<file path="config.mk">
export PLATFORM = sky130hd
export DESIGN_NAME = block_mover_flat
export DESIGN_NICKNAME = d
export VERILOG_FILES = /design/src/rtl/block_mover_pkg.sv /design/src/rtl/block_mover_if.sv /design/src/rtl/block_mover_hold_reg.sv /design/src/rtl/block_mover.sv /design/src/flat_wrapper.sv
export SDC_FILE = /design/constraint.sdc
export NUM_CORES = 1
export LEC_CHECK = 0
export BUFFER_PORTS_ARGS = -buffer_cell sky130_fd_sc_hd__clkbuf_2
export CAP_MARGIN = 5
export CORE_MARGIN = 4
export CORE_UTILIZATION = 45
export CTS_CLUSTER_DIAMETER = 100
export CTS_CLUSTER_SIZE = 28
export DETAILED_ROUTE_END_ITERATION = 10
export GPL_TIMING_DRIVEN = 0
export MAX_ROUTING_LAYER = met4
export PLACE_DENSITY = 0.68
export REMOVE_ABC_BUFFERS = 1
export SLEW_MARGIN = 20
export SYNTH_ARGS = -nofsm -noshare
export SYNTH_HDL_FRONTEND = slang
export SYNTH_HIERARCHICAL = 1
export SYNTH_SLANG_ARGS = --single-unit
</file>
<file path="constraint.sdc">
create_clock -name clk -period 3.45 [get_ports clk]
set_input_delay 0.345 -clock clk [delete_from_list [all_inputs] [get_ports clk]]
set_output_delay 0.345 -clock clk [all_outputs]
set_load 0.02 [all_outputs]
</file>
<file path="src/rtl/block_mover_pkg.sv">
// Shared constants for the block mover: default widths, FSM state encoding,
// command mode codes and RAM direction codes.
package block_mover_pkg;

  localparam int ADDRESS_BITS = 8;
  localparam int DATA_BITS    = 16;

  typedef enum logic [1:0] {
    MOVER_IDLE  = 2'd0,
    MOVER_RUN   = 2'd1,
    MOVER_DRAIN = 2'd2,
    MOVER_DONE  = 2'd3
  } mover_state_e;

  localparam logic MOVER_MODE_COPY = 1'b0;
  localparam logic MOVER_MODE_FILL = 1'b1;

  localparam logic RAM_READ  = 1'b0;
  localparam logic RAM_WRITE = 1'b1;

endpackage

</file>
<file path="src/rtl/block_mover_if.sv">
// Memory-side bus of the block mover: arbiter grant plus one read port and
// one write port of the shared RAM.
interface block_mover_if #(
  parameter int ADDR_BITS = block_mover_pkg::ADDRESS_BITS,
  parameter int DATA_BITS = block_mover_pkg::DATA_BITS
) ();

  logic                 memGrant;
  logic [ADDR_BITS-1:0] readAddress;
  logic                 readReadWriteMode;
  logic [DATA_BITS-1:0] readDataOut;
  logic [ADDR_BITS-1:0] writeAddress;
  logic                 writeReadWriteMode;
  logic [DATA_BITS-1:0] writeDataIn;

  modport master (
    input  memGrant, readDataOut,
    output readAddress, readReadWriteMode, writeAddress, writeReadWriteMode, writeDataIn
  );

  modport slave (
    output memGrant, readDataOut,
    input  readAddress, readReadWriteMode, writeAddress, writeReadWriteMode, writeDataIn
  );

endinterface

</file>
<file path="src/rtl/block_mover_hold_reg.sv">
// mover_hold_reg: one-entry skid register that parks a returning read word
// when the write port is not granted in the cycle the word arrives.
module mover_hold_reg #(
  parameter int DATA_BITS = block_mover_pkg::DATA_BITS
) (
  input  logic                 clk,
  input  logic                 reset,
  input  logic                 load,
  input  logic                 unload,
  input  logic [DATA_BITS-1:0] din,
  output logic                 valid,
  output logic [DATA_BITS-1:0] dout
);

  logic                 valid_q, valid_d;
  logic [DATA_BITS-1:0] data_q, data_d;

  always_comb begin
    valid_d = valid_q;
    data_d  = data_q;
    if (load) begin
      valid_d = 1'b1;
      data_d  = din;
    end else if (unload) begin
      valid_d = 1'b0;
    end else begin
      valid_d = valid_q;
    end
  end

  always_ff @(posedge clk) begin
    if (!reset) begin
      valid_q <= 1'b0;
      data_q  <= {DATA_BITS{1'b0}};
    end else begin
      valid_q <= valid_d;
      data_q  <= data_d;
    end
  end

  assign valid = valid_q;
  assign dout  = data_q;

endmodule

</file>
<file path="src/rtl/block_mover.sv">
// block_mover: one-word-per-granted-cycle copy engine with overlap-safe
// direction choice; fill mode is built only when BLOCK_MOVER_FILL_EN is defined.
module block_mover
  import block_mover_pkg::*;
#(
  parameter int ADDR_BITS = block_mover_pkg::ADDRESS_BITS,
  parameter int DATA_BITS = block_mover_pkg::DATA_BITS
) (
  input  logic                 clk,
  input  logic                 reset,
  input  logic                 start,
  input  logic                 mode,
  input  logic [ADDR_BITS-1:0] srcAddress,
  input  logic [ADDR_BITS-1:0] dstAddress,
  input  logic [ADDR_BITS-1:0] wordCount,
  input  logic [DATA_BITS-1:0] fillValue,
  output logic                 busy,
  output logic                 finished,
  block_mover_if.master        mem
);

  localparam logic [ADDR_BITS-1:0] ONE_A  = ADDR_BITS'(1);
  localparam logic [ADDR_BITS-1:0] ZERO_A = ADDR_BITS'(0);
  localparam logic [DATA_BITS-1:0] ZERO_D = DATA_BITS'(0);

  mover_state_e         state_q, state_d;
  logic                 back_q, back_d;
  logic                 pend_q, pend_d;
  logic [ADDR_BITS-1:0] rd_ptr_q, rd_ptr_d, wr_ptr_q, wr_ptr_d;
  logic [ADDR_BITS-1:0] rd_left_q, rd_left_d, wr_left_q, wr_left_d;

  logic                 fill_mode_s, fill_cmd_s, backward_s, active_s;
  logic                 read_go_s, write_go_s, data_ready_s;
  logic                 hold_load_s, hold_unload_s, hold_valid_s;
  logic [DATA_BITS-1:0] hold_data_s, copy_data_s, wr_data_s;
  logic [ADDR_BITS:0]   src_ext_s, dst_ext_s, end_ext_s;
  logic [ADDR_BITS-1:0] last_off_s;

  function automatic logic [ADDR_BITS-1:0] step_ptr(input logic [ADDR_BITS-1:0] ptr,
                                                   input logic back);
    if (back) return ptr - ONE_A;
    else      return ptr + ONE_A;
  endfunction

`ifdef BLOCK_MOVER_FILL_EN
  logic                 fill_q, fill_d;
  logic [DATA_BITS-1:0] fill_value_q, fill_value_d;

  assign fill_cmd_s  = (mode == MOVER_MODE_FILL);
  assign fill_mode_s = fill_q;

  always_comb begin
    fill_d       = fill_q;
    fill_value_d = fill_value_q;
    if (state_q == MOVER_IDLE && start) begin
      fill_d       = fill_cmd_s;
      fill_value_d = fillValue;
    end else begin
      fill_d       = fill_q;
    end
  end

  always_ff @(posedge clk) begin
    if (!reset) begin
      fill_q       <= 1'b0;
      fill_value_q <= ZERO_D;
    end else begin
      fill_q       <= fill_d;
      fill_value_q <= fill_value_d;
    end
  end

  assign wr_data_s = fill_mode_s ? fill_value_q : copy_data_s;
`else
  logic unused_fill_s;

  assign fill_cmd_s    = 1'b0;
  assign fill_mode_s   = 1'b0;
  assign wr_data_s     = copy_data_s;
  assign unused_fill_s = ^{mode, fillValue};
`endif

  // One extra address bit so src+count cannot wrap past dst in the overlap test.
  assign src_ext_s  = {1'b0, srcAddress};
  assign dst_ext_s  = {1'b0, dstAddress};
  assign end_ext_s  = src_ext_s + {1'b0, wordCount};
  assign last_off_s = wordCount - ONE_A;
  assign backward_s = !fill_cmd_s && (dst_ext_s > src_ext_s) && (dst_ext_s < end_ext_s);

  // A parked word is written in the same granted cycle a new read goes out,
  // so a grant gap costs exactly one cycle instead of stalling the read side.
  assign active_s      = (state_q == MOVER_RUN) || (state_q == MOVER_DRAIN);
  assign read_go_s     = mem.memGrant && !fill_mode_s && (state_q == MOVER_RUN) &&
                         (rd_left_q != ZERO_A);
  assign data_ready_s  = fill_mode_s || hold_valid_s || pend_q;
  assign write_go_s    = mem.memGrant && data_ready_s && active_s;
  assign hold_load_s   = pend_q && !mem.memGrant;
  assign hold_unload_s = hold_valid_s && mem.memGrant;
  assign copy_data_s   = hold_valid_s ? hold_data_s : mem.readDataOut;

  mover_hold_reg #(.DATA_BITS(DATA_BITS)) u_hold (
    .clk    (clk),
    .reset  (reset),
    .load   (hold_load_s),
    .unload (hold_unload_s),
    .din    (mem.readDataOut),
    .valid  (hold_valid_s),
    .dout   (hold_data_s)
  );

  always_comb begin
    state_d   = state_q;
    back_d    = back_q;
    rd_ptr_d  = rd_ptr_q;
    wr_ptr_d  = wr_ptr_q;
    rd_left_d = rd_left_q;
    wr_left_d = wr_left_q;
    pend_d    = read_go_s;

    if (read_go_s) begin
      rd_ptr_d  = step_ptr(rd_ptr_q, back_q);
      rd_left_d = rd_left_q - ONE_A;
    end else begin
      rd_left_d = rd_left_q;
    end

    if (write_go_s) begin
      wr_ptr_d  = step_ptr(wr_ptr_q, back_q);
      wr_left_d = wr_left_q - ONE_A;
    end else begin
      wr_left_d = wr_left_q;
    end

    case (state_q)
      MOVER_IDLE: begin
        if (start) begin
          back_d    = backward_s;
          rd_ptr_d  = backward_s ? srcAddress + last_off_s : srcAddress;
          wr_ptr_d  = backward_s ? dstAddress + last_off_s : dstAddress;
          rd_left_d = wordCount;
          wr_left_d = wordCount;
          state_d   = (wordCount == ZERO_A) ? MOVER_DONE : MOVER_RUN;
        end else begin
          state_d = MOVER_IDLE;
        end
      end
      MOVER_RUN: begin
        if (fill_mode_s) begin
          state_d = (write_go_s && wr_left_q == ONE_A) ? MOVER_DONE : MOVER_RUN;
        end else begin
          state_d = (read_go_s && rd_left_q == ONE_A) ? MOVER_DRAIN : MOVER_RUN;
        end
      end
      MOVER_DRAIN: begin
        state_d = (write_go_s && wr_left_q == ONE_A) ? MOVER_DONE : MOVER_DRAIN;
      end
      MOVER_DONE: begin
        state_d = MOVER_IDLE;
      end
      default: begin
        state_d = MOVER_IDLE;
      end
    endcase
  end

  always_ff @(posedge clk) begin
    if (!reset) begin
      state_q   <= MOVER_IDLE;
      back_q    <= 1'b0;
      pend_q    <= 1'b0;
      rd_ptr_q  <= ZERO_A;
      wr_ptr_q  <= ZERO_A;
      rd_left_q <= ZERO_A;
      wr_left_q <= ZERO_A;
    end else begin
      state_q   <= state_d;
      back_q    <= back_d;
      pend_q    <= pend_d;
      rd_ptr_q  <= rd_ptr_d;
      wr_ptr_q  <= wr_ptr_d;
      rd_left_q <= rd_left_d;
      wr_left_q <= wr_left_d;
    end
  end

  assign busy                   = (state_q != MOVER_IDLE);
  assign finished               = (state_q == MOVER_DONE);
  assign mem.readAddress        = rd_ptr_q;
  assign mem.readReadWriteMode  = RAM_READ;
  assign mem.writeAddress       = wr_ptr_q;
  assign mem.writeReadWriteMode = write_go_s ? RAM_WRITE : RAM_READ;
  assign mem.writeDataIn        = write_go_s ? wr_data_s : ZERO_D;

endmodule

</file>
<file path="src/flat_wrapper.sv">
// flat-port wrapper written by rule: the top's interface ports become plain ports
module block_mover_flat import block_mover_pkg::*;
#(
  parameter int ADDR_BITS = block_mover_pkg::ADDRESS_BITS,
  parameter int DATA_BITS = block_mover_pkg::DATA_BITS
)
  (clk, reset, start, mode, srcAddress, dstAddress, wordCount, fillValue, busy, finished, mem_memGrant, mem_readDataOut, mem_readAddress, mem_readReadWriteMode, mem_writeAddress, mem_writeReadWriteMode, mem_writeDataIn);
  block_mover_if #(.ADDR_BITS(ADDR_BITS), .DATA_BITS(DATA_BITS)) mem_i ();
  input  logic clk;
  input  logic reset;
  input  logic start;
  input  logic mode;
  input  logic [ADDR_BITS-1:0] srcAddress;
  input  logic [ADDR_BITS-1:0] dstAddress;
  input  logic [ADDR_BITS-1:0] wordCount;
  input  logic [DATA_BITS-1:0] fillValue;
  output logic busy;
  output logic finished;
  input wire logic [$bits(mem_i.memGrant)-1:0] mem_memGrant;
  input wire logic [$bits(mem_i.readDataOut)-1:0] mem_readDataOut;
  output wire logic [$bits(mem_i.readAddress)-1:0] mem_readAddress;
  output wire logic [$bits(mem_i.readReadWriteMode)-1:0] mem_readReadWriteMode;
  output wire logic [$bits(mem_i.writeAddress)-1:0] mem_writeAddress;
  output wire logic [$bits(mem_i.writeReadWriteMode)-1:0] mem_writeReadWriteMode;
  output wire logic [$bits(mem_i.writeDataIn)-1:0] mem_writeDataIn;
  assign mem_i.memGrant = mem_memGrant;
  assign mem_i.readDataOut = mem_readDataOut;
  assign mem_readAddress = mem_i.readAddress;
  assign mem_readReadWriteMode = mem_i.readReadWriteMode;
  assign mem_writeAddress = mem_i.writeAddress;
  assign mem_writeReadWriteMode = mem_i.writeReadWriteMode;
  assign mem_writeDataIn = mem_i.writeDataIn;
  block_mover #(.ADDR_BITS(ADDR_BITS), .DATA_BITS(DATA_BITS)) u_core (.clk(clk), .reset(reset), .start(start), .mode(mode), .srcAddress(srcAddress), .dstAddress(dstAddress), .wordCount(wordCount), .fillValue(fillValue), .busy(busy), .finished(finished), .mem(mem_i));
endmodule
</file>
# After elaboration in Yosys (flattened, before gate mapping)
# Index checks and enable logic that the tools add are counted.
[totals]
reg_bits = 53
in_bits = 61
output_inout_bits = 36
elab_cells = 70
[op_classes]
add_sub_neg = 10
magnitude_cmp = 2
eq_ne = 5
n_mux = 26
n_reduce_logical = 18
[ops]
columns = ["operator", "n"]
rows = [
  ["two-way mux 8 bit", 16],
  ["subtractor 8 x 1 -> 8 bit, second input constant", 5],
  ["two-way mux 16 bit", 2],
  ["adder 8 x 1 -> 8 bit, second input constant", 2],
  ["adder 8 bit", 2],
  ["== test 8 x 1 -> 1 bit, second input constant", 2],
  ["adder 8 x 8 -> 9 bit", 1],
  ["logical AND 1 bit", 9],
  ["< comparator 8 x 9 -> 1 bit", 1],
  ["greater-than comparator 8 bit", 1],
  ["zero test 8 bit", 1],
  ["one-hot mux 2 bit (4 select lines)", 1],
  ["nonzero test 8 bit", 1],
  ["two-way mux 2 bit", 3],
  ["== test 2 bit, second input constant", 2],
  ["two-way mux 1 bit", 4],
  ["nonzero test 2 bit", 2],
  ["== test 2 x 1 -> 1 bit, second input constant", 1],
  ["zero test 2 bit", 1],
  ["logical OR 1 bit", 2],
  ["AND reduction 2 bit", 1],
  ["zero test 1 bit", 1],
]

# Longest topological paths before layout
[logic_depth]
word_depth = 6
ltp_mapped = 18
ltp_nobuf = 16

# By module
# Netlist, hierarchy kept.
[modules_own_cells]
columns = ["mod", "instances", "cells_each", "area_each_um2", "seq_area_each_um2"]
rows = [
  ["block_mover", 1, 483, 3883.7, 720.7],
  ["mover_hold_reg", 1, 54, 649.4, 340.3],
]

# Least setup slack after synthesis
# Ideal clock, no wire load.
[synth_path]
kind = "input to register"
startpoint = "input srcAddress[0]"
endpoint = "register u_core.rd_ptr_q[0], in the netlist u_core/mem.readAddress[0]"
setup_ps = 119
t_arrival_ps = 3043
required_ps = 3331
path_slack_ps = 288
cell_stages = 17
n_path_buf = 2
path_cell_list = "ha_1 > inv_1 > fa_1 > nor2b_1 > o21ai_0 > nand2b_1 > a31oi_1 > xor2_1 > ha_1 > a22oi_1 > nand2_1 > a31oi_1 > a211oi_2 > or3_1 > buf_2 > buf_2 > o221a_2"
[synth_between]
elab_chain_cells = 6
elab_cells_between_ends = 8
classes_between = "add/sub (2); order compare (2); mux (3); reduce/logical (1)"
[synth_rtl]
columns = ["element", "line", "rtl"]
rows = [
  ["start, declared", "flat_wrapper.sv:13", "input logic [ADDR_BITS-1:0] srcAddress;"],
  ["adder 8 x 8 -> 9 bit", "block_mover.sv:86", "assign end_ext_s = src_ext_s + {1'b0, wordCount};"],
  ["< comparator 8 x 9 -> 1 bit", "block_mover.sv:88", "assign backward_s = !fill_cmd_s && (dst_ext_s > src_ext_s) && (dst_ext_s < end_ext_s);"],
  ["logical AND 1 bit", "block_mover.sv:88", ""],
  ["two-way mux 8 bit (*)", "block_mover.sv:138", "rd_ptr_d = backward_s ? srcAddress + last_off_s : srcAddress;"],
  ["two-way mux 8 bit (*)", "block_mover.sv:136", "if (start) begin"],
  ["two-way mux 8 bit (*)", "block_mover.sv:134", "case (state_q)"],
  ["end signal, assigned", "block_mover.sv:179", "rd_ptr_q <= rd_ptr_d;"],
  ["end, declared", "block_mover.sv:29", "logic [ADDR_BITS-1:0] rd_ptr_q, rd_ptr_d, wr_ptr_q, wr_ptr_d;"],
]
# Every way passes the cells marked *; elsewhere a longest branch is shown, timed or not.
# A chain may end at the register's enable or synchronous reset.

# Worst setup path after layout
[layout_path]
startpoint = "input srcAddress[1]"
endpoint = "register u_core.wr_ptr_q[0], in the netlist u_core/mem.writeAddress[0]"
[layout_between]
elab_chain_cells = 6
elab_cells_between_ends = 7
classes_between = "add/sub (1); order compare (2); mux (3); reduce/logical (1)"
[layout_rtl]
columns = ["element", "line", "rtl"]
rows = [
  ["adder 8 x 8 -> 9 bit", "block_mover.sv:86", ""],
  ["< comparator 8 x 9 -> 1 bit", "block_mover.sv:88", ""],
  ["logical AND 1 bit (*)", "block_mover.sv:88", ""],
  ["two-way mux 8 bit (*)", "block_mover.sv:139", "wr_ptr_d = backward_s ? dstAddress + last_off_s : dstAddress;"],
  ["two-way mux 8 bit (*)", "block_mover.sv:136", ""],
  ["two-way mux 8 bit (*)", "block_mover.sv:134", ""],
  ["end signal, assigned", "block_mover.sv:180", "wr_ptr_q <= wr_ptr_d;"],
  ["end, declared", "block_mover.sv:29", ""],
]
# Marks and branches as above.

==> impl_metrics.env <==
export IMPL_status="completed"
export IMPL_cap_viol_max_count=0
export IMPL_grt_pass1_wl_mm=18.09
export IMPL_design_area_um2=5196
export IMPL_ff2ff_setup_slack_ps=760
export IMPL_timing_final_hold_violations=0
export IMPL_most_common_layout_cells="clkbuf_2 (78), ha_1 (61), dfxtp_1 (53)"
export IMPL_die_area_um2=11740
export IMPL_worst_pin_slew_ps=1009
export IMPL_synth_largest_area_cell="dfxtp_1"
export IMPL_dpl_worst_slack_ps=-259.3
export IMPL_end_kind="flop"
export IMPL_rr_startpoint="u_core/u_hold/valid$_SDFFE_PN0P_"
export IMPL_fin_crit_sh_pct=94.25
export IMPL_avgSynthCellArea_um2=8.442
export IMPL_wire_per_inst_um=14.99
export IMPL_htree_levels=2
export IMPL_setup_viol=0
export IMPL_yosysWarnings=6
export IMPL_fmaxAchievable_mhz=307.5
export IMPL_power_density_nw_per_um2=417.3
export IMPL_peakVddDrop_mv=0.1921
export IMPL_rsz0062_at_grt="no"
export IMPL_p_int_mw=1.321
export IMPL_grt_max_degree=33
export IMPL_rows=36
export IMPL_drc_errors=0
export IMPL_netlist_area_um2=4533
export IMPL_arrival_ps=3470
export IMPL_p_leak_nw=2.233
export IMPL_dp_cells=732
export IMPL_grt_ovfl_total=0
export IMPL_synth_ff_type="dfxtp_1"
export IMPL_min_period_ps=3252
export IMPL_critPathRequiredTime_ps=3660
export IMPL_layout_setup_ws_ps=198.3
export IMPL_endpoint="u_core/mem.writeAddress[0]$_SDFF_PN0_"
export IMPL_first_global_vias=3837
export IMPL_r2r_end="u_core/mem.writeAddress[6]$_SDFF_PN0_"
export IMPL_die_y_um=108.4
export IMPL_final_common_cell="clkbuf_2"
export IMPL_ant_nets=0
export IMPL_drt_iter0_drc=160
export IMPL_p_switching_uw=847.9
export IMPL_ys_ff_latch=53
export IMPL_switching_share_pct=39.10
export IMPL_report_final_slew_viol_count=0
export IMPL_routed_via_density=5.350
export IMPL_crit_start="srcAddress[1]"
export IMPL_seqPwrFrac_pct=35.6
export IMPL_cts_path_max_buffers=2
export IMPL_synth_top_area_share_pct=23.41
export IMPL_dr_pass1_iters=4
export IMPL_combPwrFrac_pct=44.3
export IMPL_drive_above_1_share_pct=19.58
export IMPL_dp_hpwl_mm=8.724
export IMPL_synth_seq_area_share_pct=23.41
export IMPL_synth_cell_types=59
export IMPL_die_w_um=108.4
export IMPL_num_vias=3991
export IMPL_path_max_fanout=9
export IMPL_cts_tree="yes"
export IMPL_netlist_instances=537
export IMPL_cts_root_buf="clkbuf_8"
export IMPL_routed_wl_mm=11.18
export IMPL_syn_to_final_growth_pct=14.63
export IMPL_clk_insertion_delay_late_ps=310
export IMPL_fp_coreArea_um2=9774
export IMPL_ios=97
export IMPL_synthTopCellsByArea="dfxtp_1 (23%), ha_1 (17%), mux2i_1 (7.5%)"
export IMPL_hp_class="primary input to flop"
export IMPL_grt_usage_pct=19.66
export IMPL_antenna_found_initial=0
export IMPL_finalNonFillerCells=746
export IMPL_port_buffers=78
export IMPL_finalWeightedCongestion=0.8398
export IMPL_path_class="primary input to flop"
export IMPL_clock_skew_ps=19.11
export IMPL_r2r_cells=8
export IMPL_initial_utilization_pct=46.38
export IMPL_nets=739
export IMPL_insertedDiodeCount=0
export IMPL_clk_pin_slew_worst_paths_ps=110
export IMPL_clock_sinks=53
export IMPL_cts_made_buffers=5
export IMPL_ys_async_sr_fraction_pct=0
export IMPL_max_slew_margin_pct=32.67
export IMPL_dpl_cell_area_um2=5007
export IMPL_synth_edff_count=0
export IMPL_start_kind="primary input"
export IMPL_pwr_share_clk_pct=20.2
==> flip-flops by register name, indices dropped and copies added (netlist names) <==
| name | cells |
|---|---|
| u_core/pend_q | 1 |
| u_core/rd_left_q | 8 |
| u_core/u_hold/dout | 16 |
| u_core/state_q | 2 |
| u_core/wr_left_q | 8 |
| u_core/mem.writeAddress | 8 |
| u_core/mem.readAddress | 8 |
| u_core/back_q | 1 |
| u_core/u_hold/valid | 1 |
==> layout make-up <==
class                   count  area (um2)
clock inverters             3       43.79
well taps                 133       166.4
flip-flops and latches     53        1061
multi-input cells         431        3259
fillers                   945        4578
inverters                  33       123.9
clock buffers               5       68.82
repair buffers             88       473.0
==> through the flow <==
step                TNS (ps)  hold WS (ps)  utilization, %  total power [mW]
floorplan                  0         453.8               -             1.449
global placement       -3115         475.7           50.79             1.676
detailed placement     -2527         471.4           51.23             1.706
CTS                        0         306.4           52.38             2.152
global route               0         308.6           53.16             2.336
finish                     0         313.7           53.16             2.169
==> Yosys cell counts (2+ instances only) <==
library cell	count
ha_1	61
dfxtp_1	53
a21oi_1	44
nor2_1	44
xnor2_1	35
mux2i_1	34
inv_1	32
nand2_1	28
o21ai_0	27
nor2b_1	26
nor3_1	21
xor2_1	14
o22ai_1	9
a211oi_1	8
a21o_1	8
clkbuf_1	8
a31oi_1	7
buf_2	6
o211ai_1	6
fa_1	5
o221ai_1	4
buf_6	3
nand3_1	3
nor4_1	3
o21a_1	3
o21bai_1	3
or2_2	3
or3_1	3
a21oi_2	2
nand2b_1	2
nand4_1	2
o221a_2	2
o31ai_1	2
==> repair_timing <==
item | in CTS | in global routing
endpoints found under the setup margin | 0 | 17
gates resized for setup | 0 | 5
hold buffers | 0 | 0
buffers inserted | 0 | 6
==> power by group through the flow <==
stage | clock, mW | sequential, mW | combinational, mW
finish | 0.437 | 0.772 | 0.960
global route | 0.475 | 0.786 | 1.07
CTS | 0.454 | 0.773 | 0.926
detailed placement | 0 | 0.787 | 0.920
global placement | 0 | 0.783 | 0.893
floorplan | 0 | 0.811 | 0.638
==> routing by layer <==
metal | GRT usage (%) | part of all wire, % | vias to the layer above
li1 | - | - | 2053
met1 | 25.83 | 48 | 1838
met2 | 32.77 | 46 | 90
met3 | 2.209 | 5.1 | 10
met4 | 4.148 | 0.95 | 0
met5 | - | 0 | -
==> worst min-delay path by stage <==
stage | from | to | cells after the start
2_1_floorplan | u_core/wr_left_q[2]$_SDFF_PN0_ | u_core/wr_left_q[2]$_SDFF_PN0_ | 2
3_3_place_gp | u_core/wr_left_q[2]$_SDFF_PN0_ | u_core/wr_left_q[2]$_SDFF_PN0_ | 2
3_5_place_dp | u_core/wr_left_q[2]$_SDFF_PN0_ | u_core/wr_left_q[2]$_SDFF_PN0_ | 2
4_1_cts | mem_readDataOut[8] | u_core/u_hold/dout[8]$_SDFFE_PN0P_ | 3
5_1_grt | mem_readDataOut[8] | u_core/u_hold/dout[8]$_SDFFE_PN0P_ | 3
6_report | mem_readDataOut[9] | u_core/u_hold/dout[9]$_SDFFE_PN0P_ | 3
==> critical path: stages <==
cell	delay, ps
clkbuf_2	140
ha_1	310
a21o_1	190
a21oi_1	230
o21bai_1	100
a21oi_1	230
o21ai_0	160
xnor2_1	150
ha_1	270
o21ai_0	80
nor2_1	100
o21bai_1	80
a211oi_2	340
o21ai_4	140
buf_4	220
buf_4	140
o221a_2	250
==> cell families (layout without fill, tap and decap cells) <==
kind of cell	count (synthesis)	count (layout)	share of synthesized area, %
compound gates	136	136	18.99
xor+xnor	49	49	9.467
fa+ha+maj	66	66	19.05
buf+inv	53	129	5.493
flops	53	53	23.41
mux	34	34	7.508
other cells	1	1	0.08272
simple gates	145	145	16.01
Note: power is estimated with default switching activity, not from simulation.
